==> config.mk <==
export PLATFORM = sky130hd
export DESIGN_NAME = pipeline_ctrl_flat
export DESIGN_NICKNAME = d
export VERILOG_FILES = /design/src/rtl/pipeline_pkg.sv /design/src/rtl/pipeline_ctrl_if.sv /design/src/rtl/pipeline_ctrl_sat_counter.sv /design/src/rtl/pipeline_ctrl.sv /design/src/flat_wrapper.sv
export SDC_FILE = /design/constraint.sdc
export NUM_CORES = 1
export LEC_CHECK = 0
export ABC_CLOCK_PERIOD_IN_PS = 2100
export BUFFER_PORTS_ARGS = -buffer_cell sky130_fd_sc_hd__clkbuf_2
export CAP_MARGIN = 20
export CORE_AREA = 2 2 54 56
export CTS_BUF_LIST = sky130_fd_sc_hd__clkbuf_16
export DETAILED_ROUTE_END_ITERATION = 6
export DIE_AREA = 0 0 56 58
export PLACE_DENSITY = 0.74
export SLEW_MARGIN = 20
export SYNTH_ARGS = -nofsm -noshare
export SYNTH_HDL_FRONTEND = slang
export SYNTH_SLANG_ARGS = --single-unit
export TNS_END_PERCENT = 5
==> constraint.sdc <==
create_clock -name clk -period 2.1 [get_ports clk]
set_input_delay 0.42 -clock clk [delete_from_list [all_inputs] [get_ports clk]]
set_output_delay 0.42 -clock clk [all_outputs]
set_load 0.02 [all_outputs]
==> src/rtl/pipeline_pkg.sv <==
// Shared definitions for the pipeline stall/flush controller.
//   md_op_e    : EX-stage multiply/divide opcode encoding
//   md_state_e : multiply/divide sequencer states
//   MUL_LAT_DEF / DIV_LAT_DEF : default busy-cycle counts
//   md_cnt_width() : bit width of the busy down-counter
package pipeline_pkg;

    localparam int unsigned MUL_LAT_DEF = 4;
    localparam int unsigned DIV_LAT_DEF = 32;

    typedef enum logic [1:0] {
        MD_OP_NONE = 2'b00,
        MD_OP_MUL  = 2'b01,
        MD_OP_DIV  = 2'b10,
        MD_OP_RSVD = 2'b11
    } md_op_e;

    typedef enum logic [1:0] {
        MD_IDLE = 2'b00,
        MD_RUN  = 2'b01,
        MD_DONE = 2'b10
    } md_state_e;

    // Width able to hold max(mul_lat, div_lat) - 1, never narrower than 1 bit.
    function automatic int unsigned md_cnt_width(input int unsigned mul_lat,
                                                 input int unsigned div_lat);
        int unsigned m;
        m = (mul_lat > div_lat) ? mul_lat : div_lat;
        return (m <= 2) ? 1 : $clog2(m);
    endfunction

endpackage

==> src/rtl/pipeline_ctrl_if.sv <==
// Hazard-unit / pipeline-register control bundle.
//   master : hazard/memory side; drives requests, receives enables/flushes
//   slave  : pipeline_ctrl; receives requests, drives enables/flushes
// Requests : stall_IF_ID, flush_IF, mem_req, mem_ready, ex_md_op
// Controls : pc_en, if_id_en, id_ex_en, ex_mem_en, *_flush, md_start,
//            md_done, stall_cnt[CNT_W]
interface pipeline_ctrl_if #(
    parameter int unsigned CNT_W = 16
);
    import pipeline_pkg::*;

    logic             stall_IF_ID;
    logic             flush_IF;
    logic             mem_req;
    logic             mem_ready;
    md_op_e           ex_md_op;

    logic             pc_en;
    logic             if_id_en;
    logic             id_ex_en;
    logic             ex_mem_en;
    logic             if_id_flush;
    logic             id_ex_flush;
    logic             ex_mem_flush;
    logic             mem_wb_flush;
    logic             md_start;
    logic             md_done;
    logic [CNT_W-1:0] stall_cnt;

    modport master (
        output stall_IF_ID, flush_IF, mem_req, mem_ready, ex_md_op,
        input  pc_en, if_id_en, id_ex_en, ex_mem_en,
               if_id_flush, id_ex_flush, ex_mem_flush, mem_wb_flush,
               md_start, md_done, stall_cnt
    );

    modport slave (
        input  stall_IF_ID, flush_IF, mem_req, mem_ready, ex_md_op,
        output pc_en, if_id_en, id_ex_en, ex_mem_en,
               if_id_flush, id_ex_flush, ex_mem_flush, mem_wb_flush,
               md_start, md_done, stall_cnt
    );

endinterface

==> src/rtl/pipeline_ctrl_sat_counter.sv <==
// Saturating up-counter.
//   clk     : rising-edge clock
//   i_clr_n : synchronous active-low clear
//   i_en    : count enable
//   o_count : current count, sticks at all-ones
module sat_counter #(
    parameter int unsigned WIDTH = 16
) (
    input  logic             clk,
    input  logic             i_clr_n,
    input  logic             i_en,
    output logic [WIDTH-1:0] o_count
);

    logic [WIDTH-1:0] r_count;

    always_ff @(posedge clk) begin
        if (!i_clr_n) begin
            r_count <= '0;
        end else if (i_en && (r_count != '1)) begin
            r_count <= r_count + WIDTH'(1);
        end
    end

    assign o_count = r_count;

endmodule

==> src/rtl/pipeline_ctrl.sv <==
// Pipeline stall/flush controller with multiply/divide busy sequencer.
//   clk   : rising-edge clock
//   rst_n : synchronous active-low reset
//   bus   : pipeline_ctrl_if.slave (hazard requests in, register
//           enables/flushes, md_start/md_done and stall_cnt out)
// Priority of freeze sources: memory wait > mult/div busy > load-use stall
// > IF flush. Outputs are combinational from the sequencer state and inputs.
module pipeline_ctrl
    import pipeline_pkg::*;
#(
    parameter int unsigned MUL_LAT = MUL_LAT_DEF,
    parameter int unsigned DIV_LAT = DIV_LAT_DEF,
    parameter int unsigned CNT_W   = 16
) (
    input  logic           clk,
    input  logic           rst_n,
    pipeline_ctrl_if.slave bus
);

    localparam int unsigned      LAT_W    = md_cnt_width(MUL_LAT, DIV_LAT);
    localparam logic [LAT_W-1:0] MUL_LOAD = LAT_W'(MUL_LAT - 1);
    localparam logic [LAT_W-1:0] DIV_LOAD = LAT_W'(DIV_LAT - 1);

    md_state_e        r_state;
    logic [LAT_W-1:0] r_lat_cnt;

    logic w_op_md;
    logic w_mem_freeze;
    logic w_md_freeze;
    logic w_pc_en, w_if_id_en, w_id_ex_en, w_ex_mem_en;
    logic w_if_id_flush, w_id_ex_flush, w_ex_mem_flush, w_mem_wb_flush;
    logic w_md_start, w_md_done;
    logic [CNT_W-1:0] w_stall_cnt;

    assign w_op_md      = (bus.ex_md_op == MD_OP_MUL) || (bus.ex_md_op == MD_OP_DIV);
    assign w_mem_freeze = bus.mem_req & ~bus.mem_ready;
    assign w_md_freeze  = ((r_state == MD_IDLE) && w_op_md) || (r_state == MD_RUN);

    // Busy sequencer. The down-counter keeps running under a memory wait so
    // the unit's fixed latency is honoured; only MD_IDLE and MD_DONE wait.
    always_ff @(posedge clk) begin
        if (!rst_n) begin
            r_state   <= MD_IDLE;
            r_lat_cnt <= '0;
        end else begin
            case (r_state)
                MD_IDLE: begin
                    if (w_op_md && !w_mem_freeze) begin
                        r_state   <= MD_RUN;
                        r_lat_cnt <= (bus.ex_md_op == MD_OP_DIV) ? DIV_LOAD : MUL_LOAD;
                    end
                end
                MD_RUN: begin
                    if (r_lat_cnt == '0) begin
                        r_state <= MD_DONE;
                    end else begin
                        r_lat_cnt <= r_lat_cnt - LAT_W'(1);
                    end
                end
                MD_DONE: begin
                    if (!w_mem_freeze) begin
                        r_state <= MD_IDLE;
                    end
                end
                default: begin
                    r_state <= MD_IDLE;
                end
            endcase
        end
    end

    always_comb begin
        w_pc_en        = 1'b1;
        w_if_id_en     = 1'b1;
        w_id_ex_en     = 1'b1;
        w_ex_mem_en    = 1'b1;
        w_if_id_flush  = 1'b0;
        w_id_ex_flush  = 1'b0;
        w_ex_mem_flush = 1'b0;
        w_mem_wb_flush = 1'b0;
        w_md_start     = 1'b0;
        w_md_done      = 1'b0;
        if (!rst_n) begin
            // Reset clocks bubbles into every stage regardless of requests.
            w_if_id_flush  = 1'b1;
            w_id_ex_flush  = 1'b1;
            w_ex_mem_flush = 1'b1;
            w_mem_wb_flush = 1'b1;
        end else begin
            w_md_start = (r_state == MD_IDLE) && w_op_md && !w_mem_freeze;
            w_md_done  = (r_state == MD_DONE);
            if (w_mem_freeze) begin
                w_pc_en        = 1'b0;
                w_if_id_en     = 1'b0;
                w_id_ex_en     = 1'b0;
                w_ex_mem_en    = 1'b0;
                w_mem_wb_flush = 1'b1;
            end else if (w_md_freeze) begin
                // EX holds; EX/MEM keeps loading bubbles behind it.
                w_pc_en        = 1'b0;
                w_if_id_en     = 1'b0;
                w_id_ex_en     = 1'b0;
                w_ex_mem_flush = 1'b1;
            end else if (bus.stall_IF_ID) begin
                // A pending IF flush is dropped; the branch re-resolves.
                w_pc_en       = 1'b0;
                w_if_id_en    = 1'b0;
                w_id_ex_flush = 1'b1;
            end else if (bus.flush_IF) begin
                w_if_id_flush = 1'b1;
            end
        end
    end

    sat_counter #(
        .WIDTH (CNT_W)
    ) u_stall_cnt (
        .clk     (clk),
        .i_clr_n (rst_n),
        .i_en    (~w_pc_en),
        .o_count (w_stall_cnt)
    );

    assign bus.pc_en        = w_pc_en;
    assign bus.if_id_en     = w_if_id_en;
    assign bus.id_ex_en     = w_id_ex_en;
    assign bus.ex_mem_en    = w_ex_mem_en;
    assign bus.if_id_flush  = w_if_id_flush;
    assign bus.id_ex_flush  = w_id_ex_flush;
    assign bus.ex_mem_flush = w_ex_mem_flush;
    assign bus.mem_wb_flush = w_mem_wb_flush;
    assign bus.md_start     = w_md_start;
    assign bus.md_done      = w_md_done;
    assign bus.stall_cnt    = w_stall_cnt;

endmodule

==> src/flat_wrapper.sv <==
// flat-port wrapper written by rule: the top's interface ports become plain ports
module pipeline_ctrl_flat import pipeline_pkg::*;
#(
    parameter int unsigned MUL_LAT = MUL_LAT_DEF,
    parameter int unsigned DIV_LAT = DIV_LAT_DEF,
    parameter int unsigned CNT_W   = 16
)
  (clk, rst_n, bus_stall_IF_ID, bus_flush_IF, bus_mem_req, bus_mem_ready, bus_ex_md_op, bus_pc_en, bus_if_id_en, bus_id_ex_en, bus_ex_mem_en, bus_if_id_flush, bus_id_ex_flush, bus_ex_mem_flush, bus_mem_wb_flush, bus_md_start, bus_md_done, bus_stall_cnt);
  pipeline_ctrl_if #(.CNT_W(CNT_W)) bus_i ();
  input  logic clk;
  input  logic rst_n;
  input wire logic [$bits(bus_i.stall_IF_ID)-1:0] bus_stall_IF_ID;
  input wire logic [$bits(bus_i.flush_IF)-1:0] bus_flush_IF;
  input wire logic [$bits(bus_i.mem_req)-1:0] bus_mem_req;
  input wire logic [$bits(bus_i.mem_ready)-1:0] bus_mem_ready;
  input wire logic [$bits(bus_i.ex_md_op)-1:0] bus_ex_md_op;
  output wire logic [$bits(bus_i.pc_en)-1:0] bus_pc_en;
  output wire logic [$bits(bus_i.if_id_en)-1:0] bus_if_id_en;
  output wire logic [$bits(bus_i.id_ex_en)-1:0] bus_id_ex_en;
  output wire logic [$bits(bus_i.ex_mem_en)-1:0] bus_ex_mem_en;
  output wire logic [$bits(bus_i.if_id_flush)-1:0] bus_if_id_flush;
  output wire logic [$bits(bus_i.id_ex_flush)-1:0] bus_id_ex_flush;
  output wire logic [$bits(bus_i.ex_mem_flush)-1:0] bus_ex_mem_flush;
  output wire logic [$bits(bus_i.mem_wb_flush)-1:0] bus_mem_wb_flush;
  output wire logic [$bits(bus_i.md_start)-1:0] bus_md_start;
  output wire logic [$bits(bus_i.md_done)-1:0] bus_md_done;
  output wire logic [$bits(bus_i.stall_cnt)-1:0] bus_stall_cnt;
  assign bus_i.stall_IF_ID = bus_stall_IF_ID;
  assign bus_i.flush_IF = bus_flush_IF;
  assign bus_i.mem_req = bus_mem_req;
  assign bus_i.mem_ready = bus_mem_ready;
  assign bus_i.ex_md_op = bus_ex_md_op;
  assign bus_pc_en = bus_i.pc_en;
  assign bus_if_id_en = bus_i.if_id_en;
  assign bus_id_ex_en = bus_i.id_ex_en;
  assign bus_ex_mem_en = bus_i.ex_mem_en;
  assign bus_if_id_flush = bus_i.if_id_flush;
  assign bus_id_ex_flush = bus_i.id_ex_flush;
  assign bus_ex_mem_flush = bus_i.ex_mem_flush;
  assign bus_mem_wb_flush = bus_i.mem_wb_flush;
  assign bus_md_start = bus_i.md_start;
  assign bus_md_done = bus_i.md_done;
  assign bus_stall_cnt = bus_i.stall_cnt;
  pipeline_ctrl #(.MUL_LAT(MUL_LAT), .DIV_LAT(DIV_LAT), .CNT_W(CNT_W)) u_core (.clk(clk), .rst_n(rst_n), .bus(bus_i));
endmodule
==> flow_metrics.py, run 1 <==
metrics = {
    "run_status": {
        "status": "finished clean",
    },
    "final_layout": {
        "area_growth_pct": 25.5,
        "drive_gt1_share_pct": 25.8,
        "finalNonFillerCells": 229,
        "nets": 210,
        "insertedDiodeCount": 0,
    },
    "global_routing": {
        "grt_pass1_wl_um": 5160,
        "grt_antenna_before_repair": 0,
        "grt_pass1_vias": 1267,
        "grt_usage_pct": 19.9,
        "grt_max_degree": 18,
        "overflow": 0,
    },
    "yosys": {
        "ys_seq_elements": 23,
        "seq_area_frac_synth_pct": 36.0,
        "ys_warn_count": 0,
        "synthCells": 161,
        "postSynthAreaPerCell_um2": 7.93,
        "synth_cell_type_count": 38,
        "synth_common_cells": "dfxtp_1 (23), nand2_1 (19), nor2_1 (17)",
        "synthesis.area_um2": 1280,
        "ys_dominant_reg_cell": "dfxtp_1",
        "synth_top_area_cell": "dfxtp_1",
        "async_flop_share_pct": 0,
        "synth_edf_count": 0,
        "synth_top_area_share_pct": 36.0,
        "synth.net_count": 172,
        "synth.most_common_cell": "dfxtp_1",
        "ys_top_cells_by_area": "dfxtp_1 (36%), nand2_1 (5.6%), nor2_1 (5.0%)",
    },
    "clock_network": {
        "worstSkewPairLatency_ns": 0.25,
        "clock-root-buffer": "clkbuf_16",
        "htreeDepth": 1,
        "tritoncts.num_buffers": 3,
        "clock_sinks": 23,
        "cts_tree": "done",
        "cts_max_path_buffers": 2,
        "clk_pin_slew_worst_paths_ns": 0.06,
        "post_cts_buffers": 0,
    },
    "timing": {
        "setup_viol": 0,
        "finalMaxSlewViolations": 0,
        "relSlewSlack_pct": 70.2,
        "fmax_mhz": 503,
        "hold_violations": 0,
        "period_needed_ns": 1.99,
        "tightest_slew_ns": 0.444,
        "rsz0062_at_grt": "false",
        "fin_setup_tns_ns": 0,
        "skew_ns": 0.00119,
        "setup_slack_ns": 0.112,
        "min_period_over_period_pct": 94.7,
        "fin_hold_ws_ns": 0.490,
    },
    "placement": {
        "dp_hpwl_um": 2320,
        "io_buffers": 33,
        "pre_cts_ws_ns": 0.0295,
        "place.gp.congestion": 0.941,
        "dp.cells": 225,
    },
    "pwr": {
        "clock_power_share_pct": 33.8,
        "pwr-share-seq_pct": 42.2,
        "total_power_uw": 1200,
        "power_frac_comb_pct": 24.0,
        "sw_frac_of_total_pct": 30.4,
        "switchingPower_uw": 366,
        "leakage_uw": 0.000682,
        "irDropWorstVdd_v": 0.000549,
        "power.internal_uw": 839,
        "power_per_cell_area_nw_per_um2": 752,
    },
    "drt": {
        "drt.antenna.violating_nets": 0,
        "dr_total_vias": 1311,
        "drc": 0,
        "drt_pass1_iterations": 7,
        "drtIter0Drc": 36,
        "drt-total-wl_um": 3080,
        "routed_via_density": 5.72,
        "wl_per_cell_um": 13.4,
    },
    "flow_run": {
        "cap_violations": 0,
    },
    "setup_path": {
        "crit_fanout": 3,
        "r2r-end": "u_core.r_lat_cnt[3]$_SDFFE_PN0P_",
        "worst_ep_arrival_time_ns": 1.57,
        "cp.required_ns": 1.68,
        "reg2reg_slack_ns": 0.23,
        "critPathKind": "in2out",
        "end_kind": "output pin",
        "crit_path_start_kind": "input port",
        "reg2reg_depth": 7,
        "reg2reg_from": "u_core.r_lat_cnt[0]$_SDFFE_PN0P_",
    },
    "floorplanning": {
        "die_w_um": 56,
        "boundaryPins": 34,
        "core.rowCount": 19,
        "initial_utilization_pct": 48.0,
        "die_y_um": 58,
        "dieArea_um2": 3250,
        "coreArea_um2": 2660,
    },
    "worst_hold_path": {
        "hp-class": "reg2reg",
        "min_to": "u_core.u_stall_cnt.o_count[9]$_SDFFE_PN0P_",
        "min_path_cells": 2,
        "min_from": "u_core.u_stall_cnt.o_count[9]$_SDFFE_PN0P_",
    },
}
## power by group through the flow
stage | Sequential [uW] | Clock [uW] | Combinational (uW)
5_1_grt | 515 | 437 | 322
3_3_place_gp | 513 | 0 | 260
3_5_place_dp | 517 | 0 | 277
6_report | 509 | 407 | 289
2_1_floorplan | 528 | 0 | 175
4_1_cts | 508 | 416 | 279
## per-stage QoR
stage / area (um^2) / utilization (%)
floorplan: 1280 / -
global placement: 1500 / 56.2
detailed placement: 1500 / 56.2
CTS: 1580 / 59.2
global route: 1600 / 60.2
finish: 1600 / 60.2
## critical path, stage by stage
cell and delay (ns):
clkbuf_2 0.08, inv_1 0.08, ha_4 0.21, nor2b_2 0.17, or2_2 0.29, nand2_1 0.07, o21ai_0 0.07, buf_2 0.16
## flip-flops by register name, indices dropped and copies added (netlist names)
signal / flops
u_core.u_stall_cnt.o_count: 16
u_core.r_lat_cnt: 5
u_core.r_state: 2
## repair_timing
item / CTS / global route
setup endpoints to repair: 0 / 5
hold buffers: 0 / 0
gates resized for setup: 0 / 8
## cell families after synthesis
kind of cell	count (synthesis)	share of synthesized area, %
adder cells (fa/ha/maj)	3	2.94
AND/OR/NAND/NOR	82	34.0
XOR/XNOR	5	3.43
flip-flops	23	36.0
buffers and inverters	15	4.70
multiplexers	5	3.92
AO/OA/AOI/OAI	28	15.0
## final cells by class
class	count	area [um^2]
Inverter	10	37.5
Tap cell	31	38.8
Sequential cell	23	460
Clock inverter	1	3.75
Clock buffer	3	75.1
Timing Repair Buffer	38	205
Multi-Input combinational cell	123	782
Fill cell	241	1060
## how the worst max path moves through the flow
stage / from / endpoint / slack [ns] / cells past startpoint
floorplan: bus_ex_md_op[0] / bus_ex_mem_flush / 0.003 / 5
global placement: bus_ex_md_op[0] / bus_ex_mem_flush / 0.05 / 7
detailed placement: bus_ex_md_op[0] / bus_if_id_en / 0.03 / 8
CTS: bus_ex_md_op[0] / bus_if_id_en / 0.03 / 8
global route: bus_ex_md_op[0] / bus_ex_mem_flush / 0.009 / 7
finish: bus_ex_md_op[0] / bus_id_ex_flush / 0.11 / 8
## cells in the final DEF (no fill, tap or decap), drive strengths merged, types with 2 or more instances in the layout
| cell | count |
|---|---|
| mux2i | 5 |
| nand4 | 7 |
| or4 | 3 |
| nor2b | 2 |
| inv | 10 |
| a21oi | 6 |
| nor3 | 6 |
| nand3 | 5 |
| and3 | 5 |
| nand2b | 6 |
| dfxtp | 23 |
| xnor2 | 4 |
| buf | 7 |
| and2 | 2 |
| nor2 | 17 |
| a211oi | 2 |
| ha | 3 |
| o311a | 2 |
| o21ai | 8 |
| nand2 | 19 |
| or2 | 2 |
| nor4 | 6 |
| clkbuf | 34 |
| o31ai | 3 |
## per-layer routing
metal / share of wire, % / vias to the layer above / track usage (%)
li1: - / 652 / -
met1: 41 / 621 / 20.7
met2: 53 / 34 / 38.5
met3: 4.6 / 4 / 5.58
met4: 1.2 / 0 / 6.46
met5: 0 / - / 0
No activity file was read; power rests on OpenSTA's default activity.
==> run 2, diff against run 1 <==
Settings changed: REMOVE_ABC_BUFFERS from default to 1.
==> run 2 against run 1 <==
Effect of this change: flip-flop and latch count did not move; via count fell by 0.92%; sequential power barely moved; critical endpoint unchanged; fmax fell by 2.6%; global-route usage fell by 0.42 points; register-to-register slack improved by 0.04 ns; clock skew rose by 0.00058 ns; cell area barely moved; die area did not move.
==> flow_metrics.py, run 2 (same netlist as run 1, synthesis figures left out) <==
metrics = {
    "drt": {
        "drt.antenna.violating_nets": 0,
        "drt-total-wl_um": 3010,
        "routed_via_density": 5.60,
        "drc": 0,
        "drtIter0Drc": 44,
        "drt_pass1_iterations": 4,
        "dr_total_vias": 1299,
        "wl_per_cell_um": 13.0,
    },
    "clock_network": {
        "tritoncts.num_buffers": 3,
        "cts_tree": "done",
        "cts_hold_buf": 0,
        "worstSkewPairLatency_ns": 0.25,
        "clock_sinks": 23,
        "cts_max_path_buffers": 2,
        "htreeDepth": 1,
        "clk_pin_slew_worst_paths_ns": 0.06,
        "clock-root-buffer": "clkbuf_16",
    },
    "floorplanning": {
        "die_y_um": 58,
        "die_w_um": 56,
        "initial_utilization_pct": 48.0,
        "core.rowCount": 19,
        "coreArea_um2": 2660,
        "dieArea_um2": 3250,
        "boundaryPins": 34,
    },
    "timing": {
        "finalMaxSlewViolations": 0,
        "rsz0062_at_grt": "true",
        "relSlewSlack_pct": 71.7,
        "fin_setup_tns_ns": 0,
        "hold_violations": 0,
        "fmax_mhz": 490,
        "skew_ns": 0.00177,
        "min_period_over_period_pct": 97.1,
        "setup_viol": 0,
        "period_needed_ns": 2.04,
        "tightest_slew_ns": 0.422,
    },
    "final_layout": {
        "final_cell_mix": "clkbuf_2 (31), dfxtp_1 (23), nand2_1 (19)",
        "final_util_pct": 60.2,
        "finalNonFillerCells": 232,
        "area_growth_pct": 25.6,
        "drive_gt1_share_pct": 26.4,
        "nets": 213,
        "largest_reg_flops": 16,
        "insertedDiodeCount": 0,
        "design_area_um2": 1600,
        "layout_commonest_cell": "clkbuf_2",
    },
    "setup_path": {
        "crit_start": "bus_ex_md_op[0]",
        "cp_top_family": "simple AND/OR/NAND/NOR gates",
        "crit_path_start_kind": "input port",
        "critical_path.cell_chain": "clkbuf_2, inv_1, ha_1, nor2b_2, or2_2, nand2_1, o21ai_0, buf_2",
        "end_kind": "output pin",
        "critPathKind": "in2out",
        "cp.required_ns": 1.68,
        "slowest_delay_ns": 0.31,
        "timing.critical_path.buf_inv": 3,
        "slowest_stage": "ha_1",
        "crit_fanout": 3,
        "reg2reg_from": "u_core.u_stall_cnt.o_count[4]$_SDFFE_PN0P_",
        "worst_ep_arrival_time_ns": 1.62,
    },
    "global_routing": {
        "grt_util_met3_pct": 3.13,
        "grt_antenna_before_repair": 0,
        "grt_usage_pct": 19.5,
        "use_met1_pct": 21.8,
        "grt_pass1_vias": 1169,
        "grt_pass1_wl_um": 5120,
        "overflow": 0,
        "grt.busiest_layer": "met2",
        "use_met2_pct": 37.3,
        "grt_max_degree": 18,
    },
    "pwr": {
        "power_per_cell_area_nw_per_um2": 745,
        "pwr-share-seq_pct": 42.5,
        "switchingPower_uw": 357,
        "power.internal_uw": 838,
        "power_frac_comb_pct": 23.3,
        "leakage_uw": 0.000700,
        "sw_frac_of_total_pct": 29.9,
        "irDropWorstVdd_v": 0.000547,
        "clock_power_share_pct": 34.3,
    },
    "worst_hold_path": {
        "min_from": "u_core.u_stall_cnt.o_count[7]$_SDFFE_PN0P_",
        "hp-class": "reg2reg",
    },
    "placement": {
        "io_buffers": 33,
        "dp.cells": 227,
        "dp_hpwl_um": 2320,
        "place.gp.congestion": 0.889,
        "placedInstanceArea_um2": 1510,
    },
    "run_status": {
        "status": "finished clean",
    },
    "flow_run": {
        "cap_violations": 0,
    },
}
run 2: cell types whose count changed in the layout (fill, tap and decap cells not counted):
cell,before,now
ha_4,1,0
buf_2,1,2
o211a_4,1,0
ha_1,2,3
inv_1,10,9
clkinv_2,0,1
o211a_1,0,1
buf_4,6,8
run 2: metrics by stage:
stage	total power (uW)	setup WS [ns]	hold slack (ns)
3_3_place_gp	776	0.0396	0.471
2_1_floorplan	695	0.00256	0.454
6_report	1190	0.0602	0.488
3_5_place_dp	790	0.0120	0.481
4_1_cts	1200	0.0217	0.491
5_1_grt	1260	-0.000973	0.511
run 2: path summary, 6_finish.rpt:
path                                                      end  slack [ns]  cells past startpoint
setup / recovery                              bus_id_ex_flush        0.06                      8
setup reg to reg  u_core.u_stall_cnt.o_count[13]$_SDFFE_PN0P_        0.27                      5
hold reg to reg    u_core.u_stall_cnt.o_count[7]$_SDFFE_PN0P_        0.49                      2
hold / removal     u_core.u_stall_cnt.o_count[7]$_SDFFE_PN0P_        0.49                      2
run 2: power groups by stage:
stage	clock (uW)	sequential [uW]	combinational, uW
after floorplan	0	528	167
after global placement	0	515	262
after detailed placement	0	517	273
after CTS	418	507	276
after global routing	435	513	312
final	409	507	278
run 2: worst register-to-register path: cells and delay by family (launching register included):
| family | cells | cell delay [ns] |
|---|---|---|
| AOI/OAI and AO/OA | 2 | 0.37 |
| DFF | 1 | 0.44 |
| and+or+nand+nor | 3 | 0.94 |
run 2: area by class of cell:
type	instances	area, um^2
multi-input cells	123	762
repair buffers	41	225
clock buffers	3	75.1
well taps	31	38.8
clock inverters	1	5.00
flip-flops and latches	23	460
inverters	10	37.5
fillers	249	1060
run 2: timing repair:
action,CTS,global route
hold endpoints to repair,0,0
setup buffers,0,1
cloned,0,0
endpoints found under the setup margin,2,5
resized for setup,1,4
pin swaps,0,1
run 2: per-layer routing:
layer | vias to the layer above | wire length (um)
met4 | 0 | 16
met5 | - | 0
met1 | 615 | 1270
li1 | 660 | -
met3 | 2 | 90
met2 | 22 | 1630
